`config.mk`:
```
export PLATFORM = sky130hd
export DESIGN_NAME = serial_add_ctrl
export DESIGN_NICKNAME = d
export VERILOG_FILES = /design/src/rtl/serial_add_ctrl_pkg.sv /design/src/rtl/serial_add_ctrl_fa2.sv /design/src/rtl/serial_add_ctrl.sv
export SDC_FILE = /design/constraint.sdc
export NUM_CORES = 1
export LEC_CHECK = 0
export ABC_CLOCK_PERIOD_IN_PS = 4400
export CAP_MARGIN = 15
export CELL_PAD_IN_SITES_DETAIL_PLACEMENT = 1
export CELL_PAD_IN_SITES_GLOBAL_PLACEMENT = 1
export CORE_UTILIZATION = 40
export CTS_CLUSTER_SIZE = 25
export DETAILED_ROUTE_END_ITERATION = 10
export DONT_BUFFER_PORTS = 1
export HOLD_SLACK_MARGIN = 0.03
export PLACE_DENSITY = 0.77
export SYNTH_ARGS = -nofsm -noshare
export SYNTH_HDL_FRONTEND = slang
export SYNTH_SLANG_ARGS = --single-unit
```
`constraint.sdc`:
```
create_clock -name clk -period 4.4 [get_ports clk]
set_input_delay 0.44 -clock clk [delete_from_list [all_inputs] [get_ports clk]]
set_output_delay 0.44 -clock clk [all_outputs]
set_load 0.01 [all_outputs]
```
`src/rtl/serial_add_ctrl_pkg.sv`:
```
// Shared definitions for the serial 2-bit-slice adder sequencer.
// Holds the state encoding and the slice width.
package serial_add_ctrl_pkg;

    localparam int SLICE_W = 2;

    typedef enum logic [1:0] {
        IDLE = 2'd0,
        RUN  = 2'd1,
        DONE = 2'd2
    } state_e;

endpackage

```
`src/rtl/serial_add_ctrl_fa2.sv`:
```
// Combinational 2-bit full adder slice shared by the sequencer.
// Port order: Sum, Carry, A, B, Cin.
module full_adder_2bit (
    output logic [1:0] Sum,
    output logic       Carry,
    input  logic [1:0] A,
    input  logic [1:0] B,
    input  logic       Cin
);

    assign {Carry, Sum} = 3'(A) + 3'(B) + 3'(Cin);

endmodule

```
`src/rtl/serial_add_ctrl.sv`:
```
// Multi-cycle WIDTH-bit adder built from one 2-bit slice.
// Operands are consumed LSB first; carry is chained through a register.
module serial_add_ctrl
    import serial_add_ctrl_pkg::*;
#(
    parameter int WIDTH = 8
) (
    input  logic             clk,
    input  logic             rst,
    input  logic             start,
    input  logic [WIDTH-1:0] a,
    input  logic [WIDTH-1:0] b,
    input  logic             cin,
    output logic             busy,
    output logic             done,
    output logic [WIDTH-1:0] sum,
    output logic             cout
);

    localparam int NSLICE = WIDTH / 2;
    localparam int CNT_W  = (NSLICE > 1) ? $clog2(NSLICE) : 1;
    localparam logic [CNT_W-1:0] LAST = CNT_W'(NSLICE - 1);

    if (WIDTH < 2 || (WIDTH % 2) != 0) begin : g_width_chk
        $error("serial_add_ctrl: WIDTH must be even and >= 2");
    end

    state_e             state_q;
    logic [WIDTH-1:0]   opa_q;
    logic [WIDTH-1:0]   opb_q;
    logic               carry_q;
    logic [CNT_W-1:0]   cnt_q;
    logic               busy_q;
    logic               done_q;
    logic [WIDTH-1:0]   sum_q;
    logic               cout_q;

    logic [SLICE_W-1:0] fa_sum;
    logic               fa_co;

    full_adder_2bit u_fa (
        .Sum   (fa_sum),
        .Carry (fa_co),
        .A     (opa_q[SLICE_W-1:0]),
        .B     (opb_q[SLICE_W-1:0]),
        .Cin   (carry_q)
    );

    always_ff @(posedge clk) begin
        if (rst) begin
            state_q <= IDLE;
            opa_q   <= '0;
            opb_q   <= '0;
            carry_q <= 1'b0;
            cnt_q   <= '0;
            busy_q  <= 1'b0;
            done_q  <= 1'b0;
            sum_q   <= '0;
            cout_q  <= 1'b0;
        end else begin
            done_q <= 1'b0;
            unique case (state_q)
                IDLE, DONE: begin
                    if (start) begin
                        opa_q   <= a;
                        opb_q   <= b;
                        carry_q <= cin;
                        cnt_q   <= '0;
                        sum_q   <= '0;
                        busy_q  <= 1'b1;
                        state_q <= RUN;
                    end else begin
                        busy_q  <= 1'b0;
                        state_q <= IDLE;
                    end
                end
                RUN: begin
                    // Slice result lands in the 2-bit lane selected by the counter.
                    for (int i = 0; i < NSLICE; i++) begin
                        if (cnt_q == CNT_W'(i)) begin
                            sum_q[SLICE_W*i +: SLICE_W] <= fa_sum;
                        end
                    end
                    carry_q <= fa_co;
                    opa_q   <= opa_q >> SLICE_W;
                    opb_q   <= opb_q >> SLICE_W;
                    if (cnt_q == LAST) begin
                        cout_q  <= fa_co;
                        busy_q  <= 1'b0;
                        done_q  <= 1'b1;
                        state_q <= DONE;
                    end else begin
                        cnt_q   <= cnt_q + 1'b1;
                    end
                end
                default: begin
                    busy_q  <= 1'b0;
                    state_q <= IDLE;
                end
            endcase
        end
    end

    assign busy = busy_q;
    assign done = done_q;
    assign sum  = sum_q;
    assign cout = cout_q;

endmodule
```
# Yosys cells after proc, flatten, opt, wreduce, memory -nomap -nowiden
# Cells that the tools add are included.
# classes
add_sub_neg	3
eq_ne	11
mux	22
n_bitwise	1
reduce_logical	12
# op_table
operator	count
case mux 8 bit (2 select lines)	3
2-to-1 mux 8 bit	3
AND reduction 3 bit	5
2-to-1 mux 2 bit	7
inequality test 2 bit, second input constant	6
case mux 2 bit (2 select lines)	2
equality test 2 bit, second input constant	3
2-to-1 mux 1 bit	5
equality test 2 x 1 -> 1 bit, second input constant	2
logical NOT 2 bit	2
case mux 1 bit (2 select lines)	2
AND reduction 2 bit	2
OR reduction 2 bit	2
adder 2 x 2 -> 3 bit	1
adder 3 x 1 -> 3 bit	1
adder 2 x 1 -> 2 bit, second input constant	1
nonzero test 2 bit	1
inverter 1 bit	1
# totals
ff_bits	32
input_bits	20
elab_cells	61

# Longest topological paths before layout
# depth
word_depth	4
mapped_depth	5
mapped_depth_nobuf	5

# Hierarchy
# A second synthesis with hierarchy kept.
# unflattened
hier_cells	160
hier_area_um2	1405.1
# by_module_without_submodules
mod	instances	cells_each	area_each_um2	seq_area_each_um2
serial_add_ctrl	1	150	1335.0	640.6
full_adder_2bit	1	10	70.1	0.0

# Worst setup path after synthesis
# No wires, ideal clock.
# synth_path
kind	reg-to-reg
startpoint	register opa_q[0]
endpoint	register sum_q[7] (netlist: sum[7])
setup_ns	0.071
t_arrival_ns	1.453
required_ns	4.329
path_slack_ns	2.877
stages_incl_launch_ff	5
period_less_slack_ns	1.523
path_cell_list	dfxtp_1 fa_1 fa_1 nand3_1 a21oi_1
# synth_via
elab_chain_cells	4
# synth_rtl
item	line_no	rtl
start: declaration	serial_add_ctrl.sv:29	logic [WIDTH-1:0] opa_q;
start signal: assignment	serial_add_ctrl.sv:85	opa_q <= opa_q >> SLICE_W;
adder 2 x 2 -> 3 bit	serial_add_ctrl_fa2.sv:11	assign {Carry, Sum} = 3'(A) + 3'(B) + 3'(Cin);
adder 3 x 1 -> 3 bit	serial_add_ctrl_fa2.sv:11	
2-to-1 mux 2 bit	serial_add_ctrl.sv:80	if (cnt_q == CNT_W'(i)) begin
case mux 8 bit (2 select lines)	serial_add_ctrl.sv:62	unique case (state_q)
end signal: indexed assignment	serial_add_ctrl.sv:81	sum_q[SLICE_W*i +: SLICE_W] <= fa_sum;
end: declaration	serial_add_ctrl.sv:35	logic [WIDTH-1:0] sum_q;
# No other way between the ends. The select of a mux whose other input is x is not followed.
# A chain may end at the register's enable or synchronous reset.

# Worst setup path after layout
# layout_path
startpoint	register state_q[0]
endpoint	register opa_q[3]
# layout_via
elab_chain_cells	4
elab_cells_between_ends	8
classes_between	eq/ne: 3; mux: 1; reduce/logical: 4
# layout_rtl
item	line_no	rtl
start: declaration	serial_add_ctrl.sv:28	state_e state_q;
start signal: assignment	serial_add_ctrl.sv:51	state_q <= IDLE;
start signal: assignment	serial_add_ctrl.sv:71	state_q <= RUN;
start signal: assignment	serial_add_ctrl.sv:74	state_q <= IDLE;
equality test 2 bit or logical NOT 2 bit (tied branches)	serial_add_ctrl.sv:62	
OR reduction 2 bit	serial_add_ctrl.sv:62	
inequality test 2 bit (no source line) or nonzero test 2 bit (tied branches)	--	
AND reduction 2 bit (no source line)	--	
# Several ways; a longest one is shown, not always the timed one.

==> impl_metrics.ini <==
[placed_design]
port_buffers = 0
dp.cells = 186
gp_congestion = 0.714
detailed_placer_s_ending_hpwl_um = 2170
dpl_cell_area_um2 = 1370

[drt]
detailedRoute.firstPassIterationCount = 4
total_wirelength_um = 3110
final_routed_wire_length_divided_by_cell_count_um = 16.0
vias = 1086
vias_per_instance = 5.60
detail_route.drc_violations = 0
dr.first_iter.drc_count = 11
drtAntennaViolNets = 0

[power]
p_leak_nw = 0.486
vdd.ir_drop.worst_v = 0.000236
pwr_density_cell_nw_per_um2 = 406

[timing]
setup_violation_total_in_the_final_timing_report = 0
final.min_clock_period_ns = 1.79
worstMarginPinSlew_ns = 0.958
setup_total_negative_slack_ns = 0
report.final.slew_viol_count = 0
hold_violations = 0
slew-limit-headroom_pct = 36.1
fin_crit_sh_pct = 40.8
grt_setup_unrepaired = false
fmax_mhz = 558
fin_worst_hold_slack_ns = 0.174
timing.clock.skew_ns = 0.00572

[critical_path]
end_kind = flip-flop
slowest_delay_ns = 0.78
critPathLaunchType = flip-flop
slowest_cell_on_the_critical_path = nand2b_1
critical_path_peak_fanout = 25
worst_ep_arrival_time_ns = 2.04
critical_path_required_ns = 4.65
timing.setup.critical_path_class = reg2reg
path_cells = nand2b_1, o22ai_1, nor3_2
timing.critical_path.max_delay_family = simple AND/OR/NAND/NOR gates
critical_path.n_buffers_inverters = 0

[global_routing]
grt_use_met1_pct = 19.7
grt_use_total_pct = 18.5
grt.overflow.total = 0
via_count_of_the_first_global_routing_pass = 1084
largest_net_degree_at_the_start_of_global_routing = 33
grt-busiest-layer = met2
use_met3_pct = 8.32
grt_pass1_wl_um = 4830
grt_antenna_before_repair = 0
use_met2_pct = 32.3

[synthesis]
yosysTopAreaCellShare_pct = 46.1
yosysSeqAreaShare_pct = 46.1
syn-num-nets = 177
synthDistinctLibCells = 21
synth-warning-count = 0
netlist_top_cells_area = dfxtp_1 46%, nand3_1 7.6%, nor3_1 6.5%
synthesis.instances = 151
ys_seq_elements = 32
synth.largest_area_cell = dfxtp_1
post_synth_instance_area_um2 = 1390
synth_area_per_cell_um2 = 9.20

[clock_tree]
clockBufferDepth = 2
cts_post_setup_buffers_inserted = 0
clkLatencyLatePin_ns = 0.32
cts.clk_slew.worst_paths_ns = 0.09
cts_htree_levels = 2
post_cts_resized = 0
cts.sink_count = 32
clock_tree_from_tritoncts = yes
cts_hold_buffers = 0
ctsRootBufferMaster = clkbuf_4
cts_made_buffers = 5

[worst_hold_path]
min_path_type = in2reg

[finish]
finalInstanceArea_um2 = 1430
post_route_cells_drive_above_1_share_pct = 10.8
antenna_cells_inserted = 0
layout.cells.non_filler = 194
synth_to_layout_area_growth_pct = 2.61
utilization_pct = 42.7
num-nets-final = 173

[floorplan]
core.rowCount = 21
io_pins = 31
total_core_area_um2 = 3340
initial_utilization_pct = 41.6
dieArea_um2 = 3710
fp.dieH_um = 60.9
fp.dieW_um = 60.9

[outcome]
status = finished, final reports clean

[job]
cap_viol_max_count = 0
[worst paths after layout]
check / slack, ns / cells after the start / startpoint / end
max: 2.61 / 3 / state_q[0] / opa_q[3]
min: 0.17 / 1 / rst / cnt_q[1]
max reg2reg: 2.61 / 3 / state_q[0] / opa_q[3]
min reg2reg: 0.47 / 2 / opb_q[6] / opb_q[6]
[Yosys cell counts]
library cell / number
a21oi_1: 16
and2b_1: 1
buf_2: 1
buf_4: 5
buf_6: 3
clkbuf_1: 3
dfxtp_1: 32
fa_1: 2
ha_1: 4
inv_1: 2
nand2_1: 7
nand2b_1: 2
nand3_1: 21
nand3b_1: 4
nor2_1: 5
nor2b_1: 1
nor3_1: 18
nor3_2: 8
nor3b_2: 1
o22ai_1: 13
or3_1: 2
[through the flow]
step	total power [mW]	worst slack [ns]
floorplan	0.405	2.88
finish	0.579	2.61
global placement	0.406	2.77
global route	0.610	2.47
detailed placement	0.412	2.61
CTS	0.586	2.60
[power breakdown]
group	switching, mW	total (mW)	internal, mW
Combinational	0.0502	0.0823	0.0321
Clock	0.0949	0.174	0.0788
Sequential	0.0144	0.323	0.309
[kinds of logic (layout without fill, tap and decap cells)]
kind of cell / count (synthesis) / after routing / synth area share [%]
AOI/OAI and AO/OA: 29 / 29 / 11.6
DFF: 32 / 32 / 46.1
and+or+nand+nor: 70 / 70 / 28.9
adders and majority gates: 6 / 6 / 6.49
buffers and inverters: 14 / 11 / 6.85
[cells in the final DEF, fill, tap and decap left out]
| cell | n |
|---|---|
| fa_1 | 2 |
| clkbuf_8 | 1 |
| nor2_1 | 5 |
| clkbuf_4 | 5 |
| a21oi_1 | 16 |
| ha_1 | 4 |
| nand2b_1 | 2 |
| nor3b_2 | 1 |
| nand2_1 | 7 |
| nand3b_1 | 4 |
| inv_1 | 2 |
| o22ai_1 | 13 |
| and2b_1 | 1 |
| nand3_1 | 21 |
| nor3_1 | 18 |
| buf_4 | 1 |
| clkbuf_1 | 2 |
| dfxtp_1 | 32 |
| or3_1 | 2 |
| nor2b_1 | 1 |
| nor3_2 | 8 |
[cell type report]
| type | instances | area (µm²) |
|---|---|---|
| well taps | 46 | 57.6 |
| flip-flops and latches | 32 | 641 |
| fillers | 397 | 1910 |
| clock buffers | 8 | 58.8 |
| repair buffers | 1 | 7.51 |
| multi-input cells | 105 | 653 |
| inverters | 2 | 7.51 |
[metal layers]
layer	up-vias	wire length, µm	part of all wire [%]
met5	-	0	0
met4	0	29	0.93
met3	4	162	5.2
met2	28	1650	53
met1	516	1270	41
li1	538	-	-
[registers in the layout, summed over array words and instances (netlist names), 2 cells and up]
signal	flops
opa_q	8
state_q	2
sum	8
opb_q	8
cnt_q	2
(Power assumes the default switching activity.)
